`config.mk`:
```
export PLATFORM = sky130hd
export DESIGN_NAME = bypass_chain_ctrl_flat
export DESIGN_NICKNAME = d
export VERILOG_FILES = /design/src/rtl/bypass_chain_ctrl_if.sv /design/src/rtl/bypass_chain_ctrl.sv /design/src/flat_wrapper.sv
export SDC_FILE = /design/constraint.sdc
export NUM_CORES = 1
export LEC_CHECK = 0
export BUFFER_PORTS_ARGS = -buffer_cell sky130_fd_sc_hd__buf_2
export CAP_MARGIN = 0
export CORE_MARGIN = 2
export CORE_UTILIZATION = 52
export CTS_CLUSTER_DIAMETER = 100
export DETAILED_ROUTE_END_ITERATION = 7
export GPL_ROUTABILITY_DRIVEN = 0
export PLACE_DENSITY = 0.92
export SYNTH_ARGS = -nofsm -noshare
export SYNTH_HDL_FRONTEND = slang
export SYNTH_SLANG_ARGS = --single-unit
```
`constraint.sdc`:
```
create_clock -name clk_i -period 2.2 [get_ports clk_i]
set_input_delay 0.11 -clock clk_i [delete_from_list [all_inputs] [get_ports clk_i]]
set_output_delay 0.11 -clock clk_i [all_outputs]
set_load 0.05 [all_outputs]
```
`src/rtl/bypass_chain_ctrl_if.sv`:
```
// Requester and scan-chain signal bundle for the bypass chain sequencer.
// The slave modport is the sequencer. The master modport is the requesters plus the chain.
interface bypass_chain_ctrl_if #(
    parameter int unsigned CHAIN_W = 24
);
    logic               wu_req_i;
    logic [CHAIN_W-1:0] wu_wdata_i;
    logic               wu_ack_o;
    logic               sw_req_i;
    logic [CHAIN_W-1:0] sw_wdata_i;
    logic               sw_ack_o;
    logic [CHAIN_W-1:0] rdata_o;
    logic               busy_o;
    logic               chain_data_o;
    logic               chain_en_o;
    logic               chain_apply_o;
    logic               chain_data_i;

    modport slave (
        input  wu_req_i, wu_wdata_i, sw_req_i, sw_wdata_i, chain_data_i,
        output wu_ack_o, sw_ack_o, rdata_o, busy_o,
               chain_data_o, chain_en_o, chain_apply_o
    );

    modport master (
        output wu_req_i, wu_wdata_i, sw_req_i, sw_wdata_i, chain_data_i,
        input  wu_ack_o, sw_ack_o, rdata_o, busy_o,
               chain_data_o, chain_en_o, chain_apply_o
    );
endinterface

```
`src/rtl/bypass_chain_ctrl.sv`:
```
// Serially loads a wake-up or software word into the power-management bypass chain.
// It captures the old chain contents on the way, then pulses apply and acks the owner.
module bypass_chain_ctrl #(
    parameter int unsigned CHAIN_W = 24
) (
    input  logic                 clk_i,
    input  logic                 rstn_i,
    bypass_chain_ctrl_if.slave   bus
);
    localparam int unsigned CNT_W = $clog2(CHAIN_W + 1);

    typedef enum logic [2:0] {
        ST_IDLE,
        ST_SHIFT,
        ST_GAP,
        ST_APPLY,
        ST_ACK
    } state_t;

    state_t             state_q, state_d;
    logic [CHAIN_W-1:0] sreg_q, sreg_d;
    logic [CHAIN_W-1:0] rdata_q, rdata_d;
    logic [CNT_W-1:0]   cnt_q, cnt_d;
    logic               owner_wu_q, owner_wu_d;
    logic               busy_q, busy_d;
    logic               en_q, en_d;
    logic               apply_q, apply_d;
    logic               data_q, data_d;
    logic               wu_ack_q, wu_ack_d;
    logic               sw_ack_q, sw_ack_d;
    logic [CHAIN_W-1:0] grant_word;

    // Wake-up unit has fixed priority over software.
    assign grant_word = bus.wu_req_i ? bus.wu_wdata_i : bus.sw_wdata_i;

    always_comb begin
        state_d    = state_q;
        sreg_d     = sreg_q;
        rdata_d    = rdata_q;
        cnt_d      = cnt_q;
        owner_wu_d = owner_wu_q;
        busy_d     = busy_q;
        en_d       = en_q;
        apply_d    = 1'b0;
        data_d     = 1'b0;
        wu_ack_d   = 1'b0;
        sw_ack_d   = 1'b0;

        unique case (state_q)
            ST_IDLE: begin
                if (bus.wu_req_i || bus.sw_req_i) begin
                    sreg_d     = grant_word;
                    cnt_d      = '0;
                    owner_wu_d = bus.wu_req_i;
                    busy_d     = 1'b1;
                    en_d       = 1'b1;
                    data_d     = grant_word[CHAIN_W-1];
                    state_d    = ST_SHIFT;
                end
            end
            ST_SHIFT: begin
                // New word leaves MSB first while the old contents arrive from the chain tail.
                sreg_d = {sreg_q[CHAIN_W-2:0], bus.chain_data_i};
                cnt_d  = cnt_q + CNT_W'(1);
                if (cnt_q == CNT_W'(CHAIN_W - 1)) begin
                    en_d    = 1'b0;
                    state_d = ST_GAP;
                end else begin
                    data_d = sreg_q[CHAIN_W-2];
                end
            end
            ST_GAP: begin
                apply_d = 1'b1;
                state_d = ST_APPLY;
            end
            ST_APPLY: begin
                rdata_d  = sreg_q;
                wu_ack_d = owner_wu_q;
                sw_ack_d = ~owner_wu_q;
                state_d  = ST_ACK;
            end
            ST_ACK: begin
                busy_d  = 1'b0;
                state_d = ST_IDLE;
            end
            default: begin
                en_d    = 1'b0;
                busy_d  = 1'b0;
                state_d = ST_IDLE;
            end
        endcase
    end

    always_ff @(posedge clk_i or negedge rstn_i) begin
        if (!rstn_i) begin
            state_q    <= ST_IDLE;
            sreg_q     <= '0;
            rdata_q    <= '0;
            cnt_q      <= '0;
            owner_wu_q <= 1'b0;
            busy_q     <= 1'b0;
            en_q       <= 1'b0;
            apply_q    <= 1'b0;
            data_q     <= 1'b0;
            wu_ack_q   <= 1'b0;
            sw_ack_q   <= 1'b0;
        end else begin
            state_q    <= state_d;
            sreg_q     <= sreg_d;
            rdata_q    <= rdata_d;
            cnt_q      <= cnt_d;
            owner_wu_q <= owner_wu_d;
            busy_q     <= busy_d;
            en_q       <= en_d;
            apply_q    <= apply_d;
            data_q     <= data_d;
            wu_ack_q   <= wu_ack_d;
            sw_ack_q   <= sw_ack_d;
        end
    end

    assign bus.wu_ack_o      = wu_ack_q;
    assign bus.sw_ack_o      = sw_ack_q;
    assign bus.rdata_o       = rdata_q;
    assign bus.busy_o        = busy_q;
    assign bus.chain_data_o  = data_q;
    assign bus.chain_en_o    = en_q;
    assign bus.chain_apply_o = apply_q;
endmodule

```
`src/flat_wrapper.sv`:
```
// flat-port wrapper written by rule: the top's interface ports become plain ports
module bypass_chain_ctrl_flat 
#(
    parameter int unsigned CHAIN_W = 24
)
  (clk_i, rstn_i, bus_wu_req_i, bus_wu_wdata_i, bus_sw_req_i, bus_sw_wdata_i, bus_chain_data_i, bus_wu_ack_o, bus_sw_ack_o, bus_rdata_o, bus_busy_o, bus_chain_data_o, bus_chain_en_o, bus_chain_apply_o);
  bypass_chain_ctrl_if #(.CHAIN_W(CHAIN_W)) bus_i ();
  input  logic clk_i;
  input  logic rstn_i;
  input wire logic [$bits(bus_i.wu_req_i)-1:0] bus_wu_req_i;
  input wire logic [$bits(bus_i.wu_wdata_i)-1:0] bus_wu_wdata_i;
  input wire logic [$bits(bus_i.sw_req_i)-1:0] bus_sw_req_i;
  input wire logic [$bits(bus_i.sw_wdata_i)-1:0] bus_sw_wdata_i;
  input wire logic [$bits(bus_i.chain_data_i)-1:0] bus_chain_data_i;
  output wire logic [$bits(bus_i.wu_ack_o)-1:0] bus_wu_ack_o;
  output wire logic [$bits(bus_i.sw_ack_o)-1:0] bus_sw_ack_o;
  output wire logic [$bits(bus_i.rdata_o)-1:0] bus_rdata_o;
  output wire logic [$bits(bus_i.busy_o)-1:0] bus_busy_o;
  output wire logic [$bits(bus_i.chain_data_o)-1:0] bus_chain_data_o;
  output wire logic [$bits(bus_i.chain_en_o)-1:0] bus_chain_en_o;
  output wire logic [$bits(bus_i.chain_apply_o)-1:0] bus_chain_apply_o;
  assign bus_i.wu_req_i = bus_wu_req_i;
  assign bus_i.wu_wdata_i = bus_wu_wdata_i;
  assign bus_i.sw_req_i = bus_sw_req_i;
  assign bus_i.sw_wdata_i = bus_sw_wdata_i;
  assign bus_i.chain_data_i = bus_chain_data_i;
  assign bus_wu_ack_o = bus_i.wu_ack_o;
  assign bus_sw_ack_o = bus_i.sw_ack_o;
  assign bus_rdata_o = bus_i.rdata_o;
  assign bus_busy_o = bus_i.busy_o;
  assign bus_chain_data_o = bus_i.chain_data_o;
  assign bus_chain_en_o = bus_i.chain_en_o;
  assign bus_chain_apply_o = bus_i.chain_apply_o;
  bypass_chain_ctrl #(.CHAIN_W(CHAIN_W)) u_core (.clk_i(clk_i), .rstn_i(rstn_i), .bus(bus_i));
endmodule
```
==> metrics.txt <==
Clk Tree Root Cell=sky130_fd_sc_hd__clkbuf_8; share of post-route cells with drive strength above 1=39.4%; placed wire-length estimate after detailed placement=4760 microns; cell depth of the worst min-delay path=3; clock tree buffer depth=2; area fraction in and, or, nand and nor cells after synthesis=8.52%; number of port buffers=82; combined area of the multi-input logic cells=1250 sq um; worst min path class=in -> reg; hold endpoint=u_core.sreg_q[0]; fill cell total of the finished layout=407; post-synthesis cell type count=35; Synth Area in XOR/XNOR=0.297%; Worst Path Max Fanout=23; total die area=6290 sq um; final-report max-slew violation count=0; dominant combinational cell family by area after synthesis=multiplexers; top-level I/O count=83; number of warnings reported in the yosys synthesis log=0; ANT cells=0; post-synthesis sequential area ratio=53.4%; standard-cell row count=27; count of endpoints failing setup in the final report=0; ratio of total power to cell area=1650 nW/um^2; number of buffers created by CTS=9; pin count of the biggest net entering global routing=64; All-Layer GR Usage=24.0%; Final Routed Wirelength=6900 microns; FF+latch count, synth=63; vertical extent of the die=79.3 microns; crit path launch type=flop; Iteration-0 DRC Markers=227; TNS Setup=0 ns; crit share post-route=86.9%; hold violation count in the final report=0; worst clock skew on the final layout=0.00638 ns; category of the worst setup path capture point=flop; synthesized cell area=2950 sq um; max-slew headroom at the worst pin=47.8%; Reg-to-Reg Start=u_core.state_q[0]; classification of the worst setup path=reg -> reg; Die Span X=79.3 microns; RSZ-0062 raised after global routing=false; Max Freq=0.523 GHz; initial antenna violation count=0; Final nets=389; via count of the first global-routing pass=2342; status=completed; Min Clock Period, post-route=1.91 ns; fraction of the mapped netlist area in compound gates=15.3%; post-route DRC violation count=0; Routed WL per cell=16.7 microns; Core Region=5510 sq um; arrival time of data at the critical path endpoint=2.13 ns; Tightest Pin Transition=0.783 ns; Detail Route Antenna Nets=0; post-synthesis to final-layout area growth=24.4%; static leakage=1.82 nW; crit path from=u_core.state_q[0]; startpoint of the worst hold path=bus_chain_data_i; worst-case register-to-register setup slack=0.29 ns; mux cell area share after synthesis=17.6%; fraction of the mapped netlist area in adder cells=0.424%; first-pass GRT wire length=11300 microns; number of non-filler instances in the completed layout=412; area taken by flip-flops and latches=1580 sq um; end of the worst register-to-register path=u_core.sreg_q[1]; vias per cell=5.89; number of clock sinks=63; clock latency on the worst-skew pair=0.35 ns; cell count after placement=395; initial standard-cell utilization of the core=53.6%; CTS tree=yes; Max-Cap Viols=0; count of mapped cells out of synthesis=251; length in cells of the worst reg-to-reg path=4; total congestion overflow after global routing=0; count of TritonRoute iterations in the first routing pass=5; clock-pin slew of the registers on the worst-case setup and hold paths=0.07 ns; count of vias placed by the detailed router=2425; post-synthesis area per instance=11.8 sq um; maximum ir drop on the vdd rail=0.967 mV; CTS HTree Levels=3; net count after synthesis=305; Crit path required time=2.42 ns
==> how the worst max path moves through the flow <==
stage | endpoint | slack (ns) | cells past startpoint
6_report | u_core.sreg_q[1] | 0.29 | 4
3_3_place_gp | u_core.sreg_q[20] | 0.44 | 4
2_1_floorplan | u_core.cnt_q[3] | 0.65 | 5
4_1_cts | u_core.sreg_q[1] | 0.34 | 4
3_5_place_dp | u_core.sreg_q[1] | 0.34 | 4
5_1_grt | u_core.sreg_q[1] | 0.19 | 4
==> cell usage after synthesis (all sizes together) <==
master,instances,area share (%)
nor3,3,0.51
nand4b,1,0.30
clkbuf,6,0.76
nand2b,1,0.21
nand3b,2,0.51
or3b,1,0.30
a21o,1,0.25
a311o,2,0.68
o21ai,2,0.34
o22ai,1,0.21
dfrtp,63,53
xnor2,1,0.30
or2,1,0.21
nand3,2,0.34
and2,2,0.42
mux2,24,9.2
mux2i,25,8.5
buf,15,3.2
and4b,1,0.34
inv,3,0.38
a22o,1,0.30
o21a,1,0.25
nor2,4,0.51
nand2,28,3.6
a21oi,5,0.85
ha,1,0.42
o211ai,48,12
and3,2,0.42
o31ai,1,0.25
nor3b,2,0.68
or3,1,0.21
==> state kept, by name, summed over array words and instances, names as in the netlist, 3 cells and up <==
signal              cells
u_core.bus.rdata_o     24
u_core.cnt_q            5
u_core.sreg_q          24
u_core.state_q          3
==> metal layers <==
layer / wire length, microns / global-route usage [%] / up-vias
met4: 182 / 13.3 / 0
met3: 418 / 5.80 / 18
met2: 3510 / 36.6 / 113
li1: - / - / 1103
met5: 0 / 0 / -
met1: 2790 / 31.4 / 1191
==> power breakdown <==
part / internal (mW) / switching, mW / total (mW) / leakage, nW
registers: 1.72 / 0.391 / 2.11 / 0.780
clock network: 0.699 / 0.437 / 1.14 / 0.114
logic: 0.973 / 1.83 / 2.81 / 0.923
total: 3.39 / 2.66 / 6.05 / 1.82
==> final cells by class <==
cell class	count	share of cell area, %
Tap cell	72	2.45
Sequential cell	63	42.9
Inverter	3	0.307
Timing Repair Buffer	94	14.0
Clock buffer	13	4.33
Multi-Input combinational cell	164	34.2
Clock inverter	3	1.77
==> cells in the final DEF (no fill, tap or decap), types with 2 or more instances in the layout <==
cell and n:
sky130_fd_sc_hd__buf_2 82, sky130_fd_sc_hd__dfrtp_1 63, sky130_fd_sc_hd__o211ai_1 48, sky130_fd_sc_hd__nand2_1 28, sky130_fd_sc_hd__mux2i_1 25, sky130_fd_sc_hd__mux2_2 24, sky130_fd_sc_hd__clkbuf_8 11, sky130_fd_sc_hd__buf_4 10
sky130_fd_sc_hd__a21oi_1 5, sky130_fd_sc_hd__nor3_1 3, sky130_fd_sc_hd__nor2_1 3, sky130_fd_sc_hd__inv_1 3, sky130_fd_sc_hd__and2_1 2, sky130_fd_sc_hd__nand3b_1 2, sky130_fd_sc_hd__nand3_1 2, sky130_fd_sc_hd__and3_1 2
sky130_fd_sc_hd__a311o_1 2, sky130_fd_sc_hd__o21ai_0 2, sky130_fd_sc_hd__bufinv_16 2, sky130_fd_sc_hd__clkbuf_1 2
==> worst max-delay path: stages (launching register included) <==
cell,delay (ns)
sky130_fd_sc_hd__dfrtp_1,0.51
sky130_fd_sc_hd__or3b_1,0.73
sky130_fd_sc_hd__buf_4,0.32
sky130_fd_sc_hd__o211ai_1,0.10
sky130_fd_sc_hd__o211ai_1,0.12
==> kinds of logic (layout without fill, tap and decap cells) <==
family,after synthesis,in the layout
buffers and inverters,24,113
AOI/OAI and AO/OA,62,62
DFF,63,63
and+or+nand+nor,51,51
adders and majority gates,1,1
xor gates and xnor gates,1,1
muxes,49,49
==> stage by stage <==
step           worst slack, ns  hold slack, ns  power [mW]  utilization (%)  area [sq um]
6_report                 0.289         0.00342        6.05             66.7          3670
5_1_grt                  0.191          0.0253        6.40             66.7          3670
4_1_cts                  0.335         0.00497        6.06             66.7          3670
3_5_place_dp             0.338           0.148        4.90             62.4          3440
3_3_place_gp             0.435           0.143        4.77             62.4          3440
2_1_floorplan            0.654          -0.186        4.22                -          2950
==> what timing repair did <==
item	CTS	global route
hold buffers	1	0
setup buffers	0	0
hold endpoints to repair	63	0
gates resized for setup	0	0
Power figures use the tool's default switching activity.
